### src/rtl/comparator_seq_pkg.sv
// Shared types and constants for the nibble-serial 8-bit magnitude comparator.
// Holds the FSM state encoding and the one-hot {eq,gt,lt} result encodings.
package comparator_seq_pkg;

    localparam int NIBBLE_W  = 4;
    localparam int OPERAND_W = 2 * NIBBLE_W;

    typedef enum logic [1:0] {
        IDLE = 2'b00,
        HI   = 2'b01,
        LO   = 2'b10,
        DONE = 2'b11
    } state_t;

    typedef struct packed {
        logic eq;
        logic gt;
        logic lt;
    } rel_t;

    localparam rel_t REL_NONE = 3'b000;
    localparam rel_t REL_EQ   = 3'b100;
    localparam rel_t REL_GT   = 3'b010;
    localparam rel_t REL_LT   = 3'b001;

endpackage

### src/rtl/magnitude_comparator_4_bits.sv
// Purpose: combinational unsigned compare of two nibbles, one-hot eq/gt/lt.
// Latency: zero cycles (pure combinational).
// Backpressure: none; outputs follow inputs continuously.
module magnitude_comparator_4_bits
    import comparator_seq_pkg::*;
(
    input  logic [NIBBLE_W-1:0] a,
    input  logic [NIBBLE_W-1:0] b,
    output logic                eq,
    output logic                gt,
    output logic                lt
);

    assign eq = (a == b);
    assign gt = (a >  b);
    assign lt = (a <  b);

endmodule

### src/rtl/comparator_sequencer_8_bits.sv
// Purpose: 8-bit unsigned compare by time-sharing one 4-bit comparator over hi then lo nibble.
// Latency: done 3 cycles after accepting start; 2 when CMP_SEQ_EARLY_EXIT_EN and hi nibbles differ.
// Backpressure: start is accepted only while busy=0 (IDLE or DONE); starts during busy are dropped.
module comparator_sequencer_8_bits
    import comparator_seq_pkg::*;
(
    input  logic                 clk,
    input  logic                 rst_n,
    input  logic                 start,
    input  logic [OPERAND_W-1:0] A,
    input  logic [OPERAND_W-1:0] B,
    output logic                 busy,
    output logic                 done,
    output logic                 eq,
    output logic                 gt,
    output logic                 lt
);

    state_t               state;
    logic [OPERAND_W-1:0] a_r;
    logic [OPERAND_W-1:0] b_r;
    rel_t                 hi_rel;
    rel_t                 res;

    logic [NIBBLE_W-1:0]  cmp_a;
    logic [NIBBLE_W-1:0]  cmp_b;
    logic                 cmp_eq;
    logic                 cmp_gt;
    logic                 cmp_lt;
    rel_t                 cmp_rel;

    // Mux select depends on state alone so the comparator path stays short.
    assign cmp_a = (state == HI) ? a_r[OPERAND_W-1:NIBBLE_W] : a_r[NIBBLE_W-1:0];
    assign cmp_b = (state == HI) ? b_r[OPERAND_W-1:NIBBLE_W] : b_r[NIBBLE_W-1:0];

    magnitude_comparator_4_bits u_cmp (
        .a  (cmp_a),
        .b  (cmp_b),
        .eq (cmp_eq),
        .gt (cmp_gt),
        .lt (cmp_lt)
    );

    assign cmp_rel = '{eq: cmp_eq, gt: cmp_gt, lt: cmp_lt};

    always_ff @(posedge clk or negedge rst_n) begin
        if (!rst_n) begin
            state  <= IDLE;
            a_r    <= '0;
            b_r    <= '0;
            hi_rel <= REL_NONE;
            res    <= REL_NONE;
            busy   <= 1'b0;
            done   <= 1'b0;
        end else begin
            case (state)
                IDLE: begin
                    done <= 1'b0;
                    if (start) begin
                        a_r   <= A;
                        b_r   <= B;
                        busy  <= 1'b1;
                        state <= HI;
                    end
                end
                HI: begin
`ifdef CMP_SEQ_EARLY_EXIT_EN
                    if (!cmp_rel.eq) begin
                        res   <= cmp_rel;
                        busy  <= 1'b0;
                        done  <= 1'b1;
                        state <= DONE;
                    end else begin
                        hi_rel <= cmp_rel;
                        state  <= LO;
                    end
`else
                    hi_rel <= cmp_rel;
                    state  <= LO;
`endif
                end
                LO: begin
                    // A decided high nibble overrides whatever the low nibble says.
                    res   <= hi_rel.eq ? cmp_rel : hi_rel;
                    busy  <= 1'b0;
                    done  <= 1'b1;
                    state <= DONE;
                end
                DONE: begin
                    done <= 1'b0;
                    if (start) begin
                        a_r   <= A;
                        b_r   <= B;
                        busy  <= 1'b1;
                        state <= HI;
                    end else begin
                        state <= IDLE;
                    end
                end
                default: begin
                    busy  <= 1'b0;
                    done  <= 1'b0;
                    state <= IDLE;
                end
            endcase
        end
    end

    assign eq = res.eq;
    assign gt = res.gt;
    assign lt = res.lt;

endmodule

### config.mk
export PLATFORM = sky130hd
export DESIGN_NAME = comparator_sequencer_8_bits
export DESIGN_NICKNAME = d
export VERILOG_FILES = /design/src/rtl/comparator_seq_pkg.sv /design/src/rtl/magnitude_comparator_4_bits.sv /design/src/rtl/comparator_sequencer_8_bits.sv
export SDC_FILE = /design/constraint.sdc
export NUM_CORES = 1
export LEC_CHECK = 0
export ABC_CLOCK_PERIOD_IN_PS = 2900
export BUFFER_PORTS_ARGS = -buffer_cell sky130_fd_sc_hd__buf_4
export CAP_MARGIN = 20
export CORE_MARGIN = 5
export CORE_UTILIZATION = 52
export DETAILED_ROUTE_END_ITERATION = 7
export PLACE_DENSITY = 0.75
export SYNTH_ARGS = -nofsm -noshare
export SYNTH_HDL_FRONTEND = slang
export SYNTH_HIERARCHICAL = 1
export SYNTH_SLANG_ARGS = --single-unit
### constraint.sdc
create_clock -name clk -period 2.9 [get_ports clk]
set_input_delay 0.58 -clock clk [delete_from_list [all_inputs] [get_ports clk]]
set_output_delay 0.58 -clock clk [all_outputs]
set_load 0.02 [all_outputs]
==> impl_metrics.py <==
metrics = {
    "finish": {
        "antenna_cells": 0,
        "area_growth_pct": 14.20,
        "fin_area_mm2": 0.001580,
        "nets": 156,
        "drive_gt1_frac": 0.4800,
    },
    "floorplanning": {
        "core.rowCount": 18,
        "io-pin-count": 24,
        "core-area_mm2": 0.002522,
        "dieArea_mm2": 0.003793,
        "fp.dieH_um": 61.59,
        "die_x_um": 61.59,
        "start_util": 0.5486,
    },
    "yosys": {
        "yosysWarningCount": 6,
        "syn_avg_cell_area_um2": 13.57,
        "post-synth-top-area-cell": "dfrtp_1",
        "yosys_most_used_dff": "dfrtp_1",
        "async_flop_share": 1.000,
        "ys_seq_area_frac": 0.4702,
        "syn-num-nets": 131,
        "ys_ff_latch": 26,
        "synth_cells": 102,
        "yosys.area.top_type_share": 0.4702,
        "yosysUniqueCellTypes": 23,
        "synth_edf_count": 0,
        "synthTopCellsByArea": "dfrtp_1, mux2_2, mux2_4, ha_1, inv_1",
        "syn_area_mm2": 0.001384,
    },
    "worst_setup_path": {
        "crit_type": "flip-flop to flip-flop",
        "cp-start-kind": "flip-flop",
        "cp_data_required_time_ns": 3.11,
        "setup.worst_path.end_class": "flip-flop",
        "crit_arrival_ns": 2.77,
        "crit_fanout": 11,
    },
    "clock_network": {
        "cts_setup_buffers": 0,
        "cts_tree": "built",
        "clockRootBuffer": "clkbuf_4",
        "clkSinkCount": 26,
        "cts_buffers": 3,
        "clock_path_buffers": 2,
        "cts_hold_buf": 0,
        "cts_resized": 0,
        "clkLatencyLatePin_ns": 0.31,
        "h-tree-depth": 1,
        "clk_pin_slew_worst_paths_ns": 0.13,
    },
    "routing": {
        "antenna_left": 0,
        "drc": 0,
        "finalWirelength_um": 2291,
        "wire_per_inst_um": 14.78,
        "drtIter0Drc": 14,
        "vias": 828,
        "dr.pass1.iters": 3,
        "post_drt_via_cell_ratio": 5.342,
    },
    "global_routing": {
        "grt_antenna_before_repair": 0,
        "grt_pass1_vias": 899,
        "grt_first_pass_wirelength_um": 3877,
        "track_usage": 0.1385,
        "grt_remaining_overflow": 0,
        "grt_max_degree": 27,
    },
    "timing": {
        "finalClockSkew_ns": 0.004119,
        "worst_pin_slew_ns": 0.5665,
        "rsz0062_at_grt": "no",
        "finalSetupTns_ns": 0,
        "post-route-min-period_ns": 2.557,
        "slew_viol_final": 0,
        "hold_ws_ns": 0.1455,
        "setup_violations": 0,
        "finalCritPeriodShare": 0.8818,
        "hold_viol_final": 0,
        "maxSlewHeadroom": 0.6215,
        "fmax_ghz": 0.3911,
    },
    "hold_path": {
        "min_path_type": "input pin to async pin",
    },
    "run": {
        "drv_cap": 0,
    },
    "power_and_ir_drop": {
        "p_leak_nw": 0.7588,
        "ir_drop_uv": 680.9,
        "power_density_mw_per_mm2": 1230,
    },
    "placed_design": {
        "dpl_cell_area_mm2": 0.001558,
        "dp_hpwl_um": 1695,
        "port_buffers": 23,
        "gp_congestion": 0.7895,
    },
    "run_status": {
        "status": "finished clean",
    },
}
layer usage:
layer	routed length, um	global-route usage
met4	14	0.01818
met2	1085	0.2377
met1	1067	0.1702
met3	123	0.05241
met5	0	0
sequential cells by signal (all words and copies together), names as in the netlist:
| signal | count |
|---|---|
| b_r | 8 |
| hi_rel | 3 |
| eq | 1 |
| done | 1 |
| busy | 1 |
| a_r | 8 |
| gt | 1 |
| lt | 1 |
| state | 2 |
cells in the final DEF, fill, tap and decap left out, types with 2 or more instances in the layout:
master and n:
mux2_2 18, clkbuf_4 3, nor2b_4 2, nand2_1 2
mux2_4 10, mux2i_1 2, a21oi_1 5, ha_1 10
dfrtp_1 26, nor2_1 4, o21ai_0 2, inv_1 9
buf_4 23
area by class of cell:
class / instances / area, um^2
fillers: 201 / 942.2
inverters: 9 / 33.78
clock buffers: 3 / 22.52
repair buffers: 23 / 172.7
multi-input cells: 64 / 663.1
flip-flops and latches: 26 / 650.6
well taps: 30 / 37.54
Yosys cell counts, types with 2 or more instances:
master   instances
dfrtp_1         26
mux2_2          18
ha_1            10
mux2_4          10
inv_1            9
a21oi_1          5
nor2_1           4
mux2i_1          2
nand2_1          2
nor2b_4          2
o21ai_0          2
stage by stage:
| stage | std cells | power (mW) | utilization | setup slack [ns] |
|---|---|---|---|---|
| 3_3_place_gp | 152 | 1.756 | 0.6176 | 0.4814 |
| 5_1_grt | 155 | 2.097 | 0.6265 | 0.2019 |
| 6_report | 155 | 1.943 | 0.6265 | 0.3429 |
| 4_1_cts | 155 | 1.976 | 0.6265 | 0.3273 |
| 3_5_place_dp | 152 | 1.813 | 0.6176 | 0.3571 |
| 2_1_floorplan | 102 | 1.612 | - | 0.6423 |
cells by family after synthesis:
kind of cell    Yosys count  synth area share
compound gates           12           0.06239
fa+ha+maj                10           0.09042
buf+inv                  12           0.05063
flops                    26            0.4702
mux                      30            0.2694
simple gates             12           0.05697
where the power goes:
part / total, mW / switching (mW) / internal, mW / leakage (nW)
combinational: 1.15 / 0.504 / 0.646 / 0.439
sequential: 0.645 / 0.103 / 0.541 / 0.306
clock: 0.149 / 0.100 / 0.0486 / 0.0138
total: 1.94 / 0.707 / 1.24 / 0.759
critical path: stages, from the launching register on:
cell and delay, ns:
dfrtp_1 0.43, inv_1 0.17, ha_1 0.51, mux2_2 0.40
ha_1 0.32, a21oi_1 0.27, a21oi_2 0.10, mux2_2 0.26
worst paths after layout:
check / startpoint / endpoint / slack (ns) / depth (start not counted)
worst max-delay path: state[1]$_DFFE_PN0P_ / hi_rel[1]$_DFFE_PN0P_ / 0.34 / 7
worst min-delay path: rst_n / a_r[7]$_DFFE_PN0P_ / 0.15 / 1
worst max register to register: state[1]$_DFFE_PN0P_ / hi_rel[1]$_DFFE_PN0P_ / 0.34 / 7
worst min register to register: b_r[2]$_DFFE_PN0P_ / b_r[2]$_DFFE_PN0P_ / 0.52 / 1
max in group asynchronous: rst_n / eq$_DFFE_PN0P_ / 2.50 / 1
min in group clk: start / state[1]$_DFFE_PN0P_ / 0.48 / 2
Note: power is estimated with default switching activity, not from simulation.
